$ cat src/rtl/muldiv_pkg.sv
// Shared types and widths for the muldiv engine issuer.
package muldiv_pkg;

  localparam int OP1_W = 32;
  localparam int OP2_W = 64;
  localparam int RES_W = 64;
  localparam int REQ_W = OP1_W + OP2_W + 1;

  // muordi encodings understood by the engine
  localparam logic MUL = 1'b1;
  localparam logic DIV = 1'b0;

  typedef enum logic [2:0] {
    IDLE,
    ERST,
    SETUP,
    START,
    WAIT,
    RESP
  } state_t;

  typedef struct packed {
    logic             mul;
    logic [OP1_W-1:0] op1;
    logic [OP2_W-1:0] op2;
  } req_t;

endpackage

$ cat src/rtl/muldiv_issuer_if.sv
// Request/response bus between datapath control (master) and the issuer (slave).
interface muldiv_issuer_if;
  import muldiv_pkg::*;

  // Handshakes: a beat transfers on a rising clock edge where valid && ready are
  // both high; the sender holds valid and its payload stable until that edge.
  logic             req_valid;
  logic             req_ready;
  logic [OP1_W-1:0] req_op1;
  logic [OP2_W-1:0] req_op2;
  logic             req_mul;

  logic             rsp_valid;
  logic             rsp_ready;
  logic [RES_W-1:0] rsp_result;
  logic             rsp_mul;
  logic             rsp_timeout;

  modport master (
    output req_valid, req_op1, req_op2, req_mul, rsp_ready,
    input  req_ready, rsp_valid, rsp_result, rsp_mul, rsp_timeout
  );

  modport slave (
    input  req_valid, req_op1, req_op2, req_mul, rsp_ready,
    output req_ready, rsp_valid, rsp_result, rsp_mul, rsp_timeout
  );

endinterface

$ cat src/rtl/muldiv_req_fifo.sv
// Synchronous first-word-fall-through FIFO holding pending muldiv requests.
module muldiv_req_fifo #(
  parameter int W     = 97,
  parameter int DEPTH = 4
) (
  input  logic         clock,
  input  logic         reset,
  input  logic         push,
  input  logic [W-1:0] din,
  input  logic         pop,
  output logic [W-1:0] dout,
  output logic         full,
  output logic         empty
);

  localparam int AW = $clog2(DEPTH);

  logic [W-1:0]  mem [DEPTH];
  logic [AW-1:0] wr_ptr;
  logic [AW-1:0] rd_ptr;
  logic [AW:0]   count;
  logic          do_push;
  logic          do_pop;

  assign empty = (count == '0);
  assign full  = (count == (AW+1)'(DEPTH));
  assign dout  = mem[rd_ptr];

  // A pop frees the head slot first, so a full FIFO can still take a push.
  assign do_pop  = pop && !empty;
  assign do_push = push && (!full || do_pop);

  always_ff @(posedge clock) begin
    if (reset) begin
      wr_ptr <= '0;
      rd_ptr <= '0;
      count  <= '0;
    end else begin
      if (do_push) wr_ptr <= wr_ptr + AW'(1);
      if (do_pop)  rd_ptr <= rd_ptr + AW'(1);
      case ({do_push, do_pop})
        2'b10:   count <= count + (AW+1)'(1);
        2'b01:   count <= count - (AW+1)'(1);
        default: count <= count;
      endcase
    end
  end

  always_ff @(posedge clock) begin
    if (do_push) mem[wr_ptr] <= din;
  end

endmodule

$ cat src/rtl/muldiv_issuer.sv
// Queues muldiv requests and sequences them one at a time onto the engine,
// returning the engine result (or a timeout) on a held response port.
module muldiv_issuer
  import muldiv_pkg::*;
#(
  parameter int FIFO_DEPTH = 4,
  parameter int TIMEOUT    = 128,
  parameter int CW         = 8
) (
  input  logic             clock,
  input  logic             reset,
  muldiv_issuer_if.slave   bus,
  output logic             busy,
  output logic             eng_reset,
  output logic             eng_start,
  output logic [OP1_W-1:0] eng_opera1,
  output logic [OP2_W-1:0] eng_opera2,
  output logic             eng_muordi,
  input  logic             eng_valid,
  input  logic [RES_W-1:0] eng_result,
  output state_t           dbg_state
);

  localparam logic [CW-1:0] TMO_LAST = CW'(TIMEOUT - 1);

  state_t           state;
  state_t           state_n;
  logic [CW-1:0]    cnt;
  logic [OP1_W-1:0] op1_q;
  logic [OP2_W-1:0] op2_q;
  logic             mul_q;
  logic [RES_W-1:0] res_q;
  logic             tmo_q;
  logic             tmo_rst_q;
  logic             pop;
  logic             tmo_hit;

  logic             fifo_full;
  logic             fifo_empty;
  logic [REQ_W-1:0] fifo_din;
  logic [REQ_W-1:0] fifo_dout;
  req_t             head;

  assign fifo_din = {bus.req_mul, bus.req_op1, bus.req_op2};
  assign head     = fifo_dout;

  muldiv_req_fifo #(
    .W     (REQ_W),
    .DEPTH (FIFO_DEPTH)
  ) u_fifo (
    .clock (clock),
    .reset (reset),
    .push  (bus.req_valid && !fifo_full),
    .din   (fifo_din),
    .pop   (pop),
    .dout  (fifo_dout),
    .full  (fifo_full),
    .empty (fifo_empty)
  );

  always_ff @(posedge clock) begin
    if (reset) state <= IDLE;
    else       state <= state_n;
  end

  always_comb begin
    state_n = state;
    pop     = 1'b0;
    tmo_hit = 1'b0;
    case (state)
      IDLE: begin
        if (!fifo_empty) begin
          pop     = 1'b1;
          state_n = ERST;
        end
      end
      ERST:  state_n = SETUP;
      SETUP: state_n = START;
      START: state_n = WAIT;
      WAIT: begin
        // A result arriving on the last counted cycle beats the timeout.
        if (eng_valid) begin
          state_n = RESP;
        end else if (cnt == TMO_LAST) begin
          tmo_hit = 1'b1;
          state_n = RESP;
        end
      end
      RESP: begin
        if (bus.rsp_ready) begin
          if (!fifo_empty) begin
            pop     = 1'b1;
            state_n = ERST;
          end else begin
            state_n = IDLE;
          end
        end
      end
      default: state_n = IDLE;
    endcase
  end

  always_ff @(posedge clock) begin
    if (reset) begin
      cnt       <= '0;
      op1_q     <= '0;
      op2_q     <= '0;
      mul_q     <= MUL;
      res_q     <= '0;
      tmo_q     <= 1'b0;
      tmo_rst_q <= 1'b0;
    end else begin
      tmo_rst_q <= tmo_hit;
      if (pop) begin
        op1_q <= head.op1;
        op2_q <= head.op2;
        mul_q <= head.mul;
      end
      if (state == START)     cnt <= '0;
      else if (state == WAIT) cnt <= cnt + CW'(1);
      if (state == WAIT) begin
        if (eng_valid) begin
          res_q <= eng_result;
          tmo_q <= 1'b0;
        end else if (tmo_hit) begin
          res_q <= '0;
          tmo_q <= 1'b1;
        end
      end
    end
  end

  // The extra reset pulse after a timeout clears a hung engine before reuse.
  assign eng_reset  = reset || (state == ERST) || tmo_rst_q;
  assign eng_start  = (state == START);
  assign eng_opera1 = op1_q;
  assign eng_opera2 = op2_q;
  assign eng_muordi = mul_q;

  assign bus.req_ready   = !fifo_full;
  assign bus.rsp_valid   = (state == RESP);
  assign bus.rsp_result  = res_q;
  assign bus.rsp_mul     = mul_q;
  assign bus.rsp_timeout = tmo_q;

  assign busy      = (state != IDLE) || !fifo_empty;
  assign dbg_state = state;

endmodule

$ cat src/flat_wrapper.sv
// flat-port wrapper written by rule: the top's interface ports become plain ports
module muldiv_issuer_flat import muldiv_pkg::*;
#(
  parameter int FIFO_DEPTH = 4,
  parameter int TIMEOUT    = 128,
  parameter int CW         = 8
)
  (clock, reset, busy, eng_reset, eng_start, eng_opera1, eng_opera2, eng_muordi, eng_valid, eng_result, dbg_state, bus_req_valid, bus_req_op1, bus_req_op2, bus_req_mul, bus_rsp_ready, bus_req_ready, bus_rsp_valid, bus_rsp_result, bus_rsp_mul, bus_rsp_timeout);
  muldiv_issuer_if bus_i ();
  input  logic clock;
  input  logic reset;
  output logic busy;
  output logic eng_reset;
  output logic eng_start;
  output logic [OP1_W-1:0] eng_opera1;
  output logic [OP2_W-1:0] eng_opera2;
  output logic eng_muordi;
  input  logic eng_valid;
  input  logic [RES_W-1:0] eng_result;
  output state_t dbg_state;
  input wire logic [$bits(bus_i.req_valid)-1:0] bus_req_valid;
  input wire logic [$bits(bus_i.req_op1)-1:0] bus_req_op1;
  input wire logic [$bits(bus_i.req_op2)-1:0] bus_req_op2;
  input wire logic [$bits(bus_i.req_mul)-1:0] bus_req_mul;
  input wire logic [$bits(bus_i.rsp_ready)-1:0] bus_rsp_ready;
  output wire logic [$bits(bus_i.req_ready)-1:0] bus_req_ready;
  output wire logic [$bits(bus_i.rsp_valid)-1:0] bus_rsp_valid;
  output wire logic [$bits(bus_i.rsp_result)-1:0] bus_rsp_result;
  output wire logic [$bits(bus_i.rsp_mul)-1:0] bus_rsp_mul;
  output wire logic [$bits(bus_i.rsp_timeout)-1:0] bus_rsp_timeout;
  assign bus_i.req_valid = bus_req_valid;
  assign bus_i.req_op1 = bus_req_op1;
  assign bus_i.req_op2 = bus_req_op2;
  assign bus_i.req_mul = bus_req_mul;
  assign bus_i.rsp_ready = bus_rsp_ready;
  assign bus_req_ready = bus_i.req_ready;
  assign bus_rsp_valid = bus_i.rsp_valid;
  assign bus_rsp_result = bus_i.rsp_result;
  assign bus_rsp_mul = bus_i.rsp_mul;
  assign bus_rsp_timeout = bus_i.rsp_timeout;
  muldiv_issuer #(.FIFO_DEPTH(FIFO_DEPTH), .TIMEOUT(TIMEOUT), .CW(CW)) u_core (.clock(clock), .reset(reset), .bus(bus_i), .busy(busy), .eng_reset(eng_reset), .eng_start(eng_start), .eng_opera1(eng_opera1), .eng_opera2(eng_opera2), .eng_muordi(eng_muordi), .eng_valid(eng_valid), .eng_result(eng_result), .dbg_state(dbg_state));
endmodule
$ cat config.mk
export PLATFORM = sky130hd
export DESIGN_NAME = muldiv_issuer_flat
export DESIGN_NICKNAME = d
export VERILOG_FILES = /design/src/rtl/muldiv_pkg.sv /design/src/rtl/muldiv_issuer_if.sv /design/src/rtl/muldiv_req_fifo.sv /design/src/rtl/muldiv_issuer.sv /design/src/flat_wrapper.sv
export SDC_FILE = /design/constraint.sdc
export NUM_CORES = 1
export LEC_CHECK = 0
export BUFFER_PORTS_ARGS = -buffer_cell sky130_fd_sc_hd__buf_2
export CAP_MARGIN = 5
export CORE_ASPECT_RATIO = 1.5
export CORE_MARGIN = 2
export CORE_UTILIZATION = 55
export DETAILED_ROUTE_END_ITERATION = 8
export GPL_TIMING_DRIVEN = 1
export PLACE_DENSITY = 0.77
export SYNTH_ARGS = -nofsm -noshare
export SYNTH_HDL_FRONTEND = slang
export SYNTH_SLANG_ARGS = --single-unit
$ cat constraint.sdc
create_clock -name clock -period 3.9 [get_ports clock]
set_input_delay 0.195 -clock clock [delete_from_list [all_inputs] [get_ports clock]]
set_output_delay 0.195 -clock clock [all_outputs]
set_load 0.05 [all_outputs]
After elaboration in Yosys (flattened, before gate mapping)
Memories as Yosys holds them, arrays and structs flattened. A register that Yosys moved wholly into a read port is not among the register bits. Cells that the tools add are included.

Flip-flop bits (word level): 84. RAM bits: 388. Input bits: 166. Logic and storage cells: 62. Memories kept: 1.

Memory list: u_core.u_fifo.mem (words 4, width 97, read ports 1, clocked after Yosys merged registers in 1, wr ports 1, line muldiv_req_fifo.sv:18) `logic [W-1:0] mem [DEPTH];`.

Add/sub/neg operators: 5. Equal/unequal tests: 12. Multiplexer cells: 19. Reductions and logical operators: 17.

Operators by type and width (count): 64-bit two-way mux (2); 3-bit case mux with 6 select lines (1); 3-bit two-way mux (4); 1-bit two-way mux (10); 3-bit == test, second input constant (3); 8-bit by 1-bit adder with 8-bit output, second input constant (1); 8-bit by 7-bit == test with 1-bit output, second input constant (1); 3-bit by 2-bit == test with 1-bit output, second input constant (2); 3-bit zero test (2); 3-bit case mux with 2 select lines (1); 2-bit by 1-bit adder with 2-bit output, second input constant (2); 1-bit logical OR (4); 2-bit inequality test, second input constant (2); 2-bit nonzero test (2); 3-bit by 1-bit adder with 3-bit output, second input constant (1); 3-bit by 1-bit == test with 1-bit output, second input constant (1); 1-bit logical AND (3); 3-bit by 2-bit inequality test with 1-bit output, second input constant (1); 3-bit AND reduction (1); 3-bit nonzero test (1); 3-bit by 1-bit subtractor with 3-bit output, second input constant (1); 2-bit by 1-bit == test with 1-bit output, second input constant (1); 2-bit == test, second input constant (1); 1-bit zero test (2); 3 further kinds (3).

Logic depth before layout (Yosys ltp)
Word-level depth: 9. Gate-level depth with buffers: 9. Gate-level depth less buffers: 8.

By module
A second synthesis with hierarchy kept.

Cell total of the unflattened synthesis: 1225. Area total of the unflattened synthesis: 21575.7 um^2.

By module, submodules not included: muldiv_req_fifo (times used 1, cells each 566, area an instance 14502.7 um^2); muldiv_issuer (times used 1, cells each 659, area an instance 7073.0 um^2).

Worst setup path after synthesis
No wires, ideal clock.

Path type: register -> register. From: register u_core.u_fifo.count[0]. To: memory u_core.u_fifo.mem[0][0], enable pin. Library setup time: 0.467 ns. Arrival time: 3.554 ns. Required time: 3.433 ns. Path slack: -0.121 ns. Cell stages (with the launch flop): 4. Buffers on the path: 1. Clock period less this slack: 4.021 ns. Cell sequence: dfxtp_1 > or3b_2 > clkbuf_1 > and3_1.

RTL lines: from (decl) (line muldiv_req_fifo.sv:21) `logic [AW:0] count;`; from (signal assigned) (line muldiv_req_fifo.sv:42) `2'b10: count <= count + (AW+1)'(1);`; from (signal assigned) (line muldiv_req_fifo.sv:43) `2'b01: count <= count - (AW+1)'(1);`; from (signal assigned) (line muldiv_req_fifo.sv:44) `default: count <= count;`; 3-bit == test * (line muldiv_req_fifo.sv:26) `assign full = (count == (AW+1)'(DEPTH));`; 1-bit zero test *; via bus_req_ready (line flat_wrapper.sv:26) `output wire logic [$bits(bus_i.req_ready)-1:0] bus_req_ready;`; 1-bit logical AND / 1-bit logical OR (equally long branches) (line muldiv_issuer.sv:53, muldiv_req_fifo.sv:31); 1-bit logical AND * (line muldiv_req_fifo.sv:31) `assign do_push = push && (!full || do_pop);`; 1-bit two-way mux * (line muldiv_req_fifo.sv:50) `if (do_push) mem[wr_ptr] <= din;`; 1-bit two-way mux (implied by the code) * (line muldiv_req_fifo.sv:50); to (decl) (line muldiv_req_fifo.sv:18).

Mark *: on every way through the listed nets, which the timed path passes. The rest lies on a longest branch.

Worst setup path after layout
From: register u_core.state[1] (netlist: u_core.dbg_state[1]). To: output port eng_start.

Word-level cells in the longest chain between the ends: 1.

Ends and longest elaborated chain: from (decl) (line muldiv_issuer.sv:26) `state_t state;`; from (signal assigned) (line muldiv_issuer.sv:63) `else state <= state_n;`; 3-bit by 2-bit == test with 1-bit output (line muldiv_issuer.sv:135) `assign eng_start = (state == START);`; to (decl) (line flat_wrapper.sv:14) `output logic eng_start;`.

No other way between the ends.

==> metrics <==
status=finished clean; vias=17000; area of the core=41200 sq um; max-cap viol count=0; Post-synth top cells=edfxtp_1, dfxtp_1, clkbuf_1; Int Power=11.4 mW; EDFF count, synth=388; leakage=10.1 nW; crit-path max FO=66; Setup TNS=0 ns; first-pass GRT wire length=96400 microns; Routed Wire Length=63900 microns; Clock Latency Late Sink=0.58 ns; met3 usage=0.0675; Setup crit end kind=output pin; Post-Synthesis Cells=1595; I/O Pins=337; Worst EP arrival=2.76 ns; die footprint=43600 sq um; CP Launch Type=flip-flop; Clk pwr share=0.285; GR Overflow Total=0; DP Area=25200 sq um; gp weighted congestion=0.794; CTS tree=done; CP Data Required Time=3.70 ns; critical path buffer and inverter count=3; most frequent cell after synthesis=edfxtp_1; Critical-path top delay cell=buf_4; met2 Track Usage GR=0.487; design area=28400 sq um; Hold WC Path Type=primary input to flip-flop; PwrDens=609 nW/um^2; maximum number of pins on one net before global-route repair=129; Final min period=2.95 ns; number of global-route vias before repair=17100; VDD IR-drop max=568 uV; FFs w/ async S/R, synth=0; num rows=91; Setup-failing EPs final=0; Top Usage Layer GRT=met2; RSZ-0062 raised after global routing=no; sequential-to-total area share from yosys stat=0.663; met1 GRT Util=0.342; number of buffers created by CTS=50; layout overhead on the synthesized area=23.3%; Pre-Repair DR Iteration Count=5; Syn Std Cell Area=23000 sq um; fmax=339 MHz; Worst Setup Path Type=flip-flop to output pin; Yosys warnings=0; period utilization=0.757; post-CTS setup repair buffer count=0; antenna violations before repair=8; Synth top area share=0.506; CP top delay family=buffers and inverters; via/cell ratio=6.52; Slew Viols, Final=0; net count after synthesis=1768; initial drt markers=1668; chip height=255 microns; final net count=2170; share of layout cells above drive strength 1=0.278; WL/cell=24.5 microns; clk sinks=569; Avg Inst Size Synth=14.4 sq um; sequential power share=0.444; power share of the combinational group=0.271; top post-synthesis cells by area=edfxtp_1, dfxtp_1, mux4_2, o2111ai_1, o211ai_1; cell taking the most area after synthesis=edfxtp_1; Sw Pwr=5.93 mW; CTS H-tree depth=2; sw frac=0.343; Total GRT Usage=0.287; Synth cell types=46; post-route DRC violation count=0; Rel. slew slack=0.162; input/output buffers=336; Worst-path clk slew=0.06 ns; slew at the pin with the worst max-slew slack=1.25 ns; post-DP HPWL=34200 microns; Worst path max stage delay=0.79 ns; final hold vios=0; CP Cell Sequence=buf_4, nand3b_1, inv_1, buf_2; Longest Clk Path Bufs=3; Root Buffer=clkbuf_16; FF+latch count, synth=569; Initial Util=0.559; Setup Skew=0.0235 ns; antenna-violating nets left=0; Die W=171 microns; top_reg_cell synth=edfxtp_1
==> power groups by stage <==
stage               sequential [mW]  combinational, mW  clock [mW]
global route                   7.75               4.93        5.20
finish                         7.69               4.69        4.93
CTS                            7.68               4.63        4.97
detailed placement             7.80               4.49           0
global placement               7.75               4.42           0
floorplan                      8.39               2.50           0
==> per-layer routing <==
| layer | vias up | share of wire |
|---|---|---|
| met2 | 1046 | 0.50 |
| met5 | - | 0 |
| met4 | 0 | 0.048 |
| met1 | 8425 | 0.36 |
| li1 | 7318 | - |
| met3 | 186 | 0.096 |
==> cell families after synthesis <==
kind of cell    after synthesis  synth area share
flops                       569             0.663
simple gates                373            0.0876
xor+xnor                      4           0.00152
buf+inv                     191            0.0333
mux                          99            0.0958
compound gates              352             0.115
fa+ha+maj                     7           0.00413
==> worst register-to-register path, delay by kind of cell, from the launching register on <==
kind	cells	cell delay, ns
buffers and inverters	1	0.06
and+or+nand+nor	2	0.43
adders and majority gates	2	0.64
xor gates and xnor gates	1	0.16
DFF	1	0.74
AOI/OAI and AO/OA	2	0.60
==> area by class of cell <==
type                       instances  area (sq um)
multi-input combinational        835          7100
fill                            2695         12800
timing repair buffer             529          3640
clock inverter                    20           165
tap                              558           698
sequential                       569         15300
inverter                          12          52.6
antenna                            9          22.5
clock buffer                      72          1460
==> cell usage in the layout (no fill, tap or decap), types with 9 or more instances in the layout <==
master	count
edfxtp_1	388
buf_4	23
o21ai_0	68
dlygate4sd3_1	162
clkbuf_1	10
o2111ai_1	97
o211ai_1	97
buf_2	336
a21oi_1	13
mux4_2	97
nand2_1	72
nor2b_1	66
nand4_1	97
clkbuf_16	52
nand3_1	100
clkinv_2	10
diode_2	9
inv_1	11
dfxtp_1	178
a32oi_1	64
==> repair_timing <==
action	CTS	global route
gates resized for setup	0	0
hold buffers	162	0
endpoints found under the hold margin	454	0
==> path summary, 6_finish.rpt <==
kind                                   from                        end  slack [ns]  depth (start not counted)
setup / recovery        u_core.dbg_state[1]                  eng_start        0.95                          4
hold / removal                    eng_valid        u_core.dbg_state[0]        0.02                          2
setup reg to reg        u_core.dbg_state[0]     u_core.u_fifo.count[2]        1.21                          8
hold reg to reg   u_core.bus.rsp_result[20]  u_core.bus.rsp_result[20]        0.47                          2
==> sequential cells by signal, indices dropped and copies added, names as in the netlist <==
signal and flops:
u_core.tmo_rst_q 1, u_core.dbg_state 3, u_core.bus.rsp_mul 1, u_core.u_fifo.rd_ptr 2, u_core.u_fifo.count 3, u_core.u_fifo.wr_ptr 2
u_core.eng_opera1 32, u_core.eng_opera2 64, u_core.u_fifo.mem 388, u_core.cnt 8, u_core.bus.rsp_timeout 1, u_core.bus.rsp_result 64
==> through the flow <==
stage	hold WS [ns]	cells	total power, mW	setup slack [ns]	utilization
CTS	0.00232	2595	17.3	0.946	0.689
global route	0.00764	2602	17.9	0.847	0.689
detailed placement	0.410	2341	12.3	1.25	0.610
finish	0.0171	2604	17.3	0.947	0.690
floorplan	0.294	1595	10.9	0.962	-
global placement	0.404	2341	12.2	1.28	0.610
Power figures use the tool's default switching activity.
